`config.mk`:
```
export PLATFORM = sky130hd
export DESIGN_NAME = dmem_lsu
export DESIGN_NICKNAME = d
export VERILOG_FILES = /design/src/rtl/core_types_pkg.sv /design/src/rtl/dmem_align.sv /design/src/rtl/dmem_lsu.sv
export SDC_FILE = /design/constraint.sdc
export NUM_CORES = 1
export LEC_CHECK = 0
export CORE_ASPECT_RATIO = 1.4
export CORE_MARGIN = 5
export CORE_UTILIZATION = 44
export CTS_CLUSTER_SIZE = 8
export DETAILED_ROUTE_END_ITERATION = 10
export PLACE_DENSITY = 0.8
export SLEW_MARGIN = 10
export SYNTH_ARGS = -nofsm -noshare
export SYNTH_HDL_FRONTEND = slang
export SYNTH_HIERARCHICAL = 1
export SYNTH_SLANG_ARGS = --single-unit
```
`constraint.sdc`:
```
create_clock -name clk -period 2.3 [get_ports clk]
set_input_delay 0.345 -clock clk [delete_from_list [all_inputs] [get_ports clk]]
set_output_delay 0.345 -clock clk [all_outputs]
set_load 0.01 [all_outputs]
```
`src/rtl/core_types_pkg.sv`:
```
// Shared core types for the memory stage: request/writeback control, LSU state,
// access length and the registered data-memory bus request.
package core_types_pkg;

   localparam int unsigned N_BITS = 32;

   typedef struct packed {
      logic       vld;
      logic       mtype;  // 0 = load, 1 = store
      logic [1:0] len;    // B/H/W, 3 is illegal
   } dmem_req_ctrl_t;

   typedef struct packed {
      logic [4:0] rd;
      logic       wr_en;
   } rf_ctrl_t;

   typedef enum logic [1:0] {
      MEM_LEN_B = 2'd0,
      MEM_LEN_H = 2'd1,
      MEM_LEN_W = 2'd2
   } mem_len_e;

   typedef enum logic [1:0] {
      IDLE = 2'd0,
      REQ  = 2'd1,
      RESP = 2'd2
   } lsu_state_e;

   typedef struct packed {
      logic [N_BITS-1:0] addr;
      logic              we;
      logic [3:0]        wstrb;
      logic [N_BITS-1:0] wdata;
   } dmem_bus_req_t;

endpackage

```
`src/rtl/dmem_align.sv`:
```
// Combinational data alignment: misalign check and store lane formatting for the
// incoming request, byte-lane extraction and extension for the returning load word.
module dmem_align
   import core_types_pkg::*;
(
   input  logic [1:0]        req_len_i,
   input  logic [1:0]        req_off_i,
   input  logic [N_BITS-1:0] req_wdata_i,
   output logic              misalign_o,
   output logic [3:0]        wstrb_o,
   output logic [N_BITS-1:0] wdata_o,
   input  logic [1:0]        ld_len_i,
   input  logic [1:0]        ld_off_i,
   input  logic              ld_unsigned_i,
   input  logic [N_BITS-1:0] rdata_i,
   output logic [N_BITS-1:0] ld_data_o
);

   logic [N_BITS-1:0] shifted;
   logic              sext;

   always_comb begin
      misalign_o = 1'b0;
      wstrb_o    = 4'h0;
      wdata_o    = req_wdata_i;
      case (req_len_i)
         MEM_LEN_B: begin
            wstrb_o = 4'b0001 << req_off_i;
            wdata_o = {4{req_wdata_i[7:0]}};
         end
         MEM_LEN_H: begin
            misalign_o = req_off_i[0];
            wstrb_o    = 4'b0011 << req_off_i;
            wdata_o    = {2{req_wdata_i[15:0]}};
         end
         MEM_LEN_W: begin
            misalign_o = |req_off_i;
            wstrb_o    = 4'hF;
         end
         default: misalign_o = 1'b1;
      endcase
   end

   always_comb begin
      shifted = rdata_i >> {ld_off_i, 3'b000};
      sext    = ~ld_unsigned_i;
      case (ld_len_i)
         MEM_LEN_B: ld_data_o = {{24{sext & shifted[7]}}, shifted[7:0]};
         MEM_LEN_H: ld_data_o = {{16{sext & shifted[15]}}, shifted[15:0]};
         default:   ld_data_o = rdata_i;
      endcase
   end

endmodule

```
`src/rtl/dmem_lsu.sv`:
```
// Memory-stage load/store unit: one valid/ready bus transaction per request,
// pipeline stall until completion, aligned load writeback and misalign exception.
module dmem_lsu
   import core_types_pkg::*;
#(
   parameter int unsigned ADDR_W = 32
) (
   input  logic              clk,
   input  logic              rst_n,
   input  dmem_req_ctrl_t    req_ctrl_i,
   input  logic              req_unsigned_i,
   input  logic [ADDR_W-1:0] req_addr_i,
   input  logic [N_BITS-1:0] req_wdata_i,
   input  rf_ctrl_t          req_rf_i,
   output logic              stall_o,
   output logic              mem_req_vld_o,
   input  logic              mem_req_rdy_i,
   output logic [ADDR_W-1:0] mem_req_addr_o,
   output logic              mem_req_we_o,
   output logic [3:0]        mem_req_wstrb_o,
   output logic [N_BITS-1:0] mem_req_wdata_o,
   input  logic              mem_resp_vld_i,
   input  logic [N_BITS-1:0] mem_resp_rdata_i,
   output rf_ctrl_t          wb_o,
   output logic [N_BITS-1:0] wb_data_o,
   output logic              misalign_o
);

   lsu_state_e        state_q;
   dmem_bus_req_t     bus_q;
   logic [1:0]        len_q;
   logic [1:0]        off_q;
   logic              uns_q;
   rf_ctrl_t          rf_q;
   rf_ctrl_t          wb_q;
   logic [N_BITS-1:0] wb_data_q;
   logic              misalign_q;

   logic              misalign;
   logic [3:0]        fmt_wstrb;
   logic [N_BITS-1:0] fmt_wdata;
   logic [N_BITS-1:0] ld_data;
   logic              done;

   dmem_align u_align (
      .req_len_i     (req_ctrl_i.len),
      .req_off_i     (req_addr_i[1:0]),
      .req_wdata_i   (req_wdata_i),
      .misalign_o    (misalign),
      .wstrb_o       (fmt_wstrb),
      .wdata_o       (fmt_wdata),
      .ld_len_i      (len_q),
      .ld_off_i      (off_q),
      .ld_unsigned_i (uns_q),
      .rdata_i       (mem_resp_rdata_i),
      .ld_data_o     (ld_data)
   );

   always_comb begin
      done = 1'b0;
      unique case (state_q)
         IDLE:    done = req_ctrl_i.vld & misalign;
         REQ:     done = mem_req_rdy_i & bus_q.we;
         RESP:    done = mem_resp_vld_i;
         default: done = 1'b0;
      endcase
   end

   // Upstream holds the request while stalled; releasing in the done cycle lets it
   // advance on the next edge.
   assign stall_o = req_ctrl_i.vld & ~done;

   always_ff @(posedge clk or negedge rst_n) begin
      if (!rst_n) begin
         state_q    <= IDLE;
         bus_q      <= '0;
         len_q      <= 2'd0;
         off_q      <= 2'd0;
         uns_q      <= 1'b0;
         rf_q       <= '0;
         wb_q       <= '0;
         wb_data_q  <= '0;
         misalign_q <= 1'b0;
      end else begin
         wb_q.wr_en <= 1'b0;
         misalign_q <= 1'b0;
         unique case (state_q)
            IDLE: begin
               if (req_ctrl_i.vld) begin
                  if (misalign) begin
                     misalign_q <= 1'b1;
                  end else begin
                     state_q     <= REQ;
                     bus_q.addr  <= N_BITS'({req_addr_i[ADDR_W-1:2], 2'b00});
                     bus_q.we    <= req_ctrl_i.mtype;
                     bus_q.wstrb <= req_ctrl_i.mtype ? fmt_wstrb : 4'h0;
                     bus_q.wdata <= fmt_wdata;
                     len_q       <= req_ctrl_i.len;
                     off_q       <= req_addr_i[1:0];
                     uns_q       <= req_unsigned_i;
                     rf_q        <= req_rf_i;
                  end
               end
            end
            REQ: begin
               if (mem_req_rdy_i) begin
                  state_q <= bus_q.we ? IDLE : RESP;
               end
            end
            RESP: begin
               if (mem_resp_vld_i) begin
                  state_q    <= IDLE;
                  wb_data_q  <= ld_data;
                  wb_q.rd    <= rf_q.rd;
                  wb_q.wr_en <= rf_q.wr_en;
               end
            end
            default: state_q <= IDLE;
         endcase
      end
   end

   assign mem_req_vld_o   = (state_q == REQ);
   assign mem_req_addr_o  = bus_q.addr[ADDR_W-1:0];
   assign mem_req_we_o    = bus_q.we;
   assign mem_req_wstrb_o = bus_q.wstrb;
   assign mem_req_wdata_o = bus_q.wdata;
   assign wb_o            = wb_q;
   assign wb_data_o       = wb_data_q;
   assign misalign_o      = misalign_q;

endmodule

```
==> After elaboration in Yosys (flattened, before gate mapping) <==
Cells that the tools add are included.
{ "totals": {"memories": 0, "out_inout_bits": 110, "latchBits": 0, "reg_bits": 119, "mem_bits_rw": 0, "romBits": 0, "inputBits": 111} }
{ "op_classes": {"bitwise_logic": 8, "mux": 17, "magnitude_cmp": 0, "n_reduce_logical": 7, "mul": 0, "n_eq_ne": 9, "n_addsub": 0, "shifts": 3, "div_mod_pow": 0} }
{ "op_table": {"columns": ["operator", "count"], "rows": [
  ["32-bit case mux with 2 select lines", 2],
  ["32-bit by 5-bit right shift with 16-bit output", 1],
  ["4-bit case mux with 3 select lines", 1],
  ["2-bit two-way mux", 5],
  ["2-bit by 1-bit == test with 1-bit output (second input constant)", 3],
  ["2-bit logical NOT", 3],
  ["2-bit != test (second input constant)", 3],
  ["1-bit case mux with 3 select lines", 2],
  ["2-bit case mux with 3 select lines", 1],
  ["1-bit AND", 5],
  ["1-bit two-way mux", 5],
  ["2-bit == test (second input constant)", 2],
  ["4-bit two-way mux", 1],
  ["4-bit AND reduction", 1],
  ["1-bit by 2-bit << shifter with 4-bit output (first input constant)", 1],
  ["2-bit by 2-bit << shifter with 4-bit output (first input constant)", 1],
  ["1-bit inverter", 3],
  ["3-bit AND reduction", 1],
  ["2-bit by 1-bit != test with 1-bit output (second input constant)", 1],
  ["2-bit AND reduction", 1],
  ["2-bit OR reduction", 1]
]} }

==> Longest topological paths before layout <==
{ "logic_depth": {"word_depth": 6, "ltp_mapped": 7, "mapped_depth_nobuf": 5} }

==> Cells and area by module <==
Netlist, hierarchy kept.
{ "by_module_without_submodules": {"columns": ["mod", "area_per_inst_um2", "n_inst", "cells_each", "seq_area_each_um2"], "rows": [
  ["dmem_lsu", 4498.1, 1, 273, 2977.9],
  ["dmem_align", 1257.5, 1, 176, 0.0]
]} }

==> Worst setup path before layout <==
Ideal clock, no wire load.
{ "synth_timing": {"kind": "input-to-reg", "startpoint": "input port req_ctrl_i[0] in the netlist's numbering", "endpoint": "register bus_q (netlist bit mem_req_wdata_o[10])", "n_path_buf": 4, "slack_ns": 0.168, "arrival_ns": 2.004, "path_stages": 7, "setup_time_ns": 0.127, "cell_sequence": "clkbuf_1 buf_1 o22a_1 nor4b_4 buf_4 buf_6 mux2_1"} }
{ "synth_via": {"elab_chain_len": 4, "elab_cells_between_ends": 7} }
{ "synth_rtl": {"columns": ["item", "line", "text"], "rows": [
  ["start, declared", "dmem_lsu.sv:10", "input dmem_req_ctrl_t req_ctrl_i,"],
  ["2-bit == test, or another cell as far along", "dmem_align.sv:26", "case (req_len_i)"],
  ["1-bit case mux with 3 select lines *", "dmem_align.sv:26", null],
  ["net misalign", "dmem_lsu.sv:39", "logic misalign;"],
  ["1-bit inverter (no source line) *", null, null],
  ["3-bit AND reduction (no source line) *", null, null],
  ["end, declared", "dmem_lsu.sv:30", "dmem_bus_req_t bus_q;"]
]} }
Mark *: on every way through the listed nets, which the timed path passes. The rest lies on a longest branch.
A chain may end at the register's enable or synchronous reset.

==> Final worst setup path <==
{ "layout_timing": {"startpoint": "input port req_addr_i[1]", "endpoint": "output port stall_o"} }
{ "layout_via": {"elab_chain_len": 6} }
{ "layout_rtl": {"columns": ["item", "line", "text"], "rows": [
  ["start, declared", "dmem_lsu.sv:12", "input logic [ADDR_W-1:0] req_addr_i,"],
  ["2-bit OR reduction", "dmem_align.sv:37", "misalign_o = |req_off_i;"],
  ["1-bit case mux with 3 select lines", "dmem_align.sv:26", null],
  ["net misalign", "dmem_lsu.sv:39", null],
  ["1-bit AND", "dmem_lsu.sv:62", "IDLE: done = req_ctrl_i.vld & misalign;"],
  ["1-bit case mux with 3 select lines", "dmem_lsu.sv:61", "unique case (state_q)"],
  ["1-bit inverter", "dmem_lsu.sv:71", "assign stall_o = req_ctrl_i.vld & ~done;"],
  ["1-bit AND", "dmem_lsu.sv:71", null],
  ["end, declared", "dmem_lsu.sv:15", "output logic stall_o,"]
]} }
The timed path passes the listed nets, and every way through them passes these cells.

==> run summary <==
internal power - 7729 uW
count leader, synth - mux2_2
Yosys reg bits - 119
number of DRC markers in iteration 0 - 164
total CTS buffers - 17
CP max stage cell - clkdlybuf4s50_1
Critical Path End Type - primary output
largest net degree at the start of global routing - 55
simple-gate share of the synthesized area - 5.000%
Worst Clk Skew - 8.098 ps
critical path, cell by cell - clkdlybuf4s50_1 -> o21a_1 -> o22a_1 -> mux2i_1 -> o221a_2 -> dlygate4sd2_1
Setup crit start kind - input pin
Root Driver - clkbuf_16
routed wire length - 16.56 mm
Die ar. - 0.01550 mm2
VDD IR-drop max - 0.0007345 V
routed len/inst - 19.62 um
hold slack - 455.3 ps
Final Max Slew Viols - 0
Die Y-Extent - 145.3 um
Reg power frac - 31.9%
Diodes inserted - 0
via count - 4565
CTS tree - built
PortBufs - 218
P_leak - 0.003779 uW
clock latency on the worst-skew pair - 410 ps
first-pass GRT wire length - 25.82 mm
Hold Crit Class - input pin to asynchronous set/reset pin
CP peak stage delay - 440 ps
dominant synthesized flop cell - dfrtp_1
clock tree buffer depth - 2
CP arrival - 1810 ps
non-filler cells, final - 844
Tmin final - 2151 ps
Psw - 3417 uW
Max Cap Viol - 0
Clk network pwr share - 25.1%
routability cong. - 0.9228
Rel. slew slack - 63.97%
compound-cell area share of the yosys netlist - 8.696%
number of flops mapped to enable cells by yosys - 0
Vias per Instance - 5.409
Layout area overhead - 53.61%
grt total ovfl - 0
async set-reset flop share out of synthesis - 100.0%
Pre-antenna DRT Iters - 4
Worst-Margin Slew - 539.4 ps
RSZ-0062 raised after global routing - false
Seq/Total Area, Yosys - 51.74%
most frequent cells after synthesis - 124 x mux2_2, 119 x dfrtp_1, 42 x nand2_1
clock slew at reported path FFs - 50 ps
largest family of logic cells by synthesized area - multiplexers
Final Hold Fails - 0
Post-Syn Area - 0.005756 mm2
Total GRT Usage - 21.26%
P per Cell Area - 1261 mW/mm2
combinational power share - 43.0%
Ys Warns - 6
Cells after DPL - 811
Antenna Violating Nets Remaining - 0
outcome - complete, no violations
Worst Path Max Fanout - 2
Distinct cells, synth - 39
top post-synthesis cells by area - dfrtp_1 52%, mux2_2 24%, mux2i_1 3.8%
vias in the first global route - 4674
drt drc - 0
share of layout cells above drive strength 1 - 27.79%
Layout fillers - 953
setup ws final - 149.0 ps
Syn Inst Count - 449
Final Net Count - 789
mux cell area share after synthesis - 29.72%
Num Clock Sinks - 119
WP data required - 1960 ps
final setup TNS - 0 ps
XOR/XNOR Fraction of Synth Area - 0%
I/O pin count - 221
Synth Area in Adders - 0%
fmax - 464.9 MHz
initial antenna violation count - 0
kind of critical path - input pin to primary output
DP Wirelength - 12.55 mm
core box area - 0.01287 mm2
Place WS - -159.8 ps
Cell Rows - 49
Synth Area per Inst - 12.82 um2
# Post-CTS Setup Buffers - 0
FF+latch area - 0.002978 mm2
Synth top area share - 51.74%
period utilization - 93.52%
Synth area leader - dfrtp_1
final setup vio count - 0
Die W - 106.7 um
Initial Util - 44.70%
switching share of power - 30.66%
H-tree levels - 4
area of the multi-input gates - 0.002506 mm2
cell usage in the layout (no fill, tap or decap), types with 2 or more instances in the layout:
| cell type | n |
|---|---|
| a22o_1 | 6 |
| a22oi_1 | 2 |
| buf_12 | 7 |
| buf_4 | 23 |
| bufinv_16 | 4 |
| clkbuf_16 | 17 |
| clkbuf_8 | 2 |
| clkdlybuf4s50_1 | 216 |
| clkinv_2 | 3 |
| clkinvlp_4 | 4 |
| conb_1 | 2 |
| dfrtp_1 | 119 |
| inv_1 | 10 |
| mux2_1 | 5 |
| mux2_2 | 124 |
| mux2i_1 | 22 |
| nand2_1 | 42 |
| nand2b_1 | 2 |
| nand3b_1 | 7 |
| nor2_1 | 3 |
| nor2b_1 | 3 |
| o211a_1 | 6 |
| o21ai_0 | 25 |
| o21ai_1 | 2 |
| o21bai_1 | 3 |
| o2bb2ai_1 | 6 |
| o31ai_1 | 8 |
metrics by stage:
stage	total power [uW]	utilization [%]	area [um2]
floorplan	5740	-	5759
global placement	8253	63.70	8202
detailed placement	8391	63.70	8202
CTS	11250	68.67	8841
global route	11710	68.67	8841
finish	11150	68.67	8841
sequential cells by signal, indices dropped and copies added (netlist names):
signal and cells:
len_q 2, mem_req_addr_o 30, mem_req_wdata_o 32, mem_req_we_o 1, mem_req_wstrb_o 4, misalign_o 1
off_q 2, rf_q 6, state_q 2, uns_q 1, wb_data_o 32, wb_o 6
timing repair:
item	CTS	global route
endpoints found under the setup margin	1	0
gates resized for setup	1	0
endpoints found under the hold margin	36	0
hold buffers	1	0
area by class of cell:
type,instances,area share [%]
sequential,119,33.68
tap,153,2.165
multi-input combinational,281,28.35
clock buffer,20,5.166
inverter,11,0.4670
timing repair buffer,248,28.21
clock inverter,12,1.967
critical path, delay by kind of cell:
kind	cells	cell delay, ps
buffers and inverters	2	700
AO/OA/AOI/OAI	3	600
multiplexers	1	170
power by group through the flow:
stage	registers (uW)	clock network [uW]	logic [uW]
6_report	3550	2800	4790
3_3_place_gp	3540	0	4710
4_1_cts	3560	2850	4840
5_1_grt	3680	2940	5090
2_1_floorplan	3880	0	1860
3_5_place_dp	3580	0	4810
final timing paths:
check / start / endpoint / slack [ps] / cells after the start
max in group asynchronous: rst_n / mem_req_addr_o[24] / 1060 / 3
min reg2reg: mem_req_wdata_o[8] / mem_req_wdata_o[8] / 480 / 1
max: req_addr_i[1] / stall_o / 150 / 6
min in group clk: mem_req_wdata_o[8] / mem_req_wdata_o[8] / 480 / 1
min: rst_n / wb_data_o[26] / 460 / 2
max reg2reg: off_q[0] / wb_data_o[29] / 480 / 5
metal layers:
| layer | track usage [%] | vias up | routed length [um] |
|---|---|---|---|
| met5 | 0 | - | 0 |
| met4 | 9.725 | 0 | 530 |
| met3 | 6.889 | 32 | 1386 |
| met2 | 35.69 | 216 | 8603 |
| met1 | 24.49 | 2261 | 6041 |
| li1 | - | 2056 | - |
logic make-up (layout without fill, tap and decap cells):
family                 count (synthesis)  in the layout
AOI/OAI and AO/OA                     66             66
buffers and inverters                 50            291
DFF                                  119            119
muxes                                153            153
other                                  1              2
and+or+nand+nor                       60             60
(Power assumes the default switching activity.)
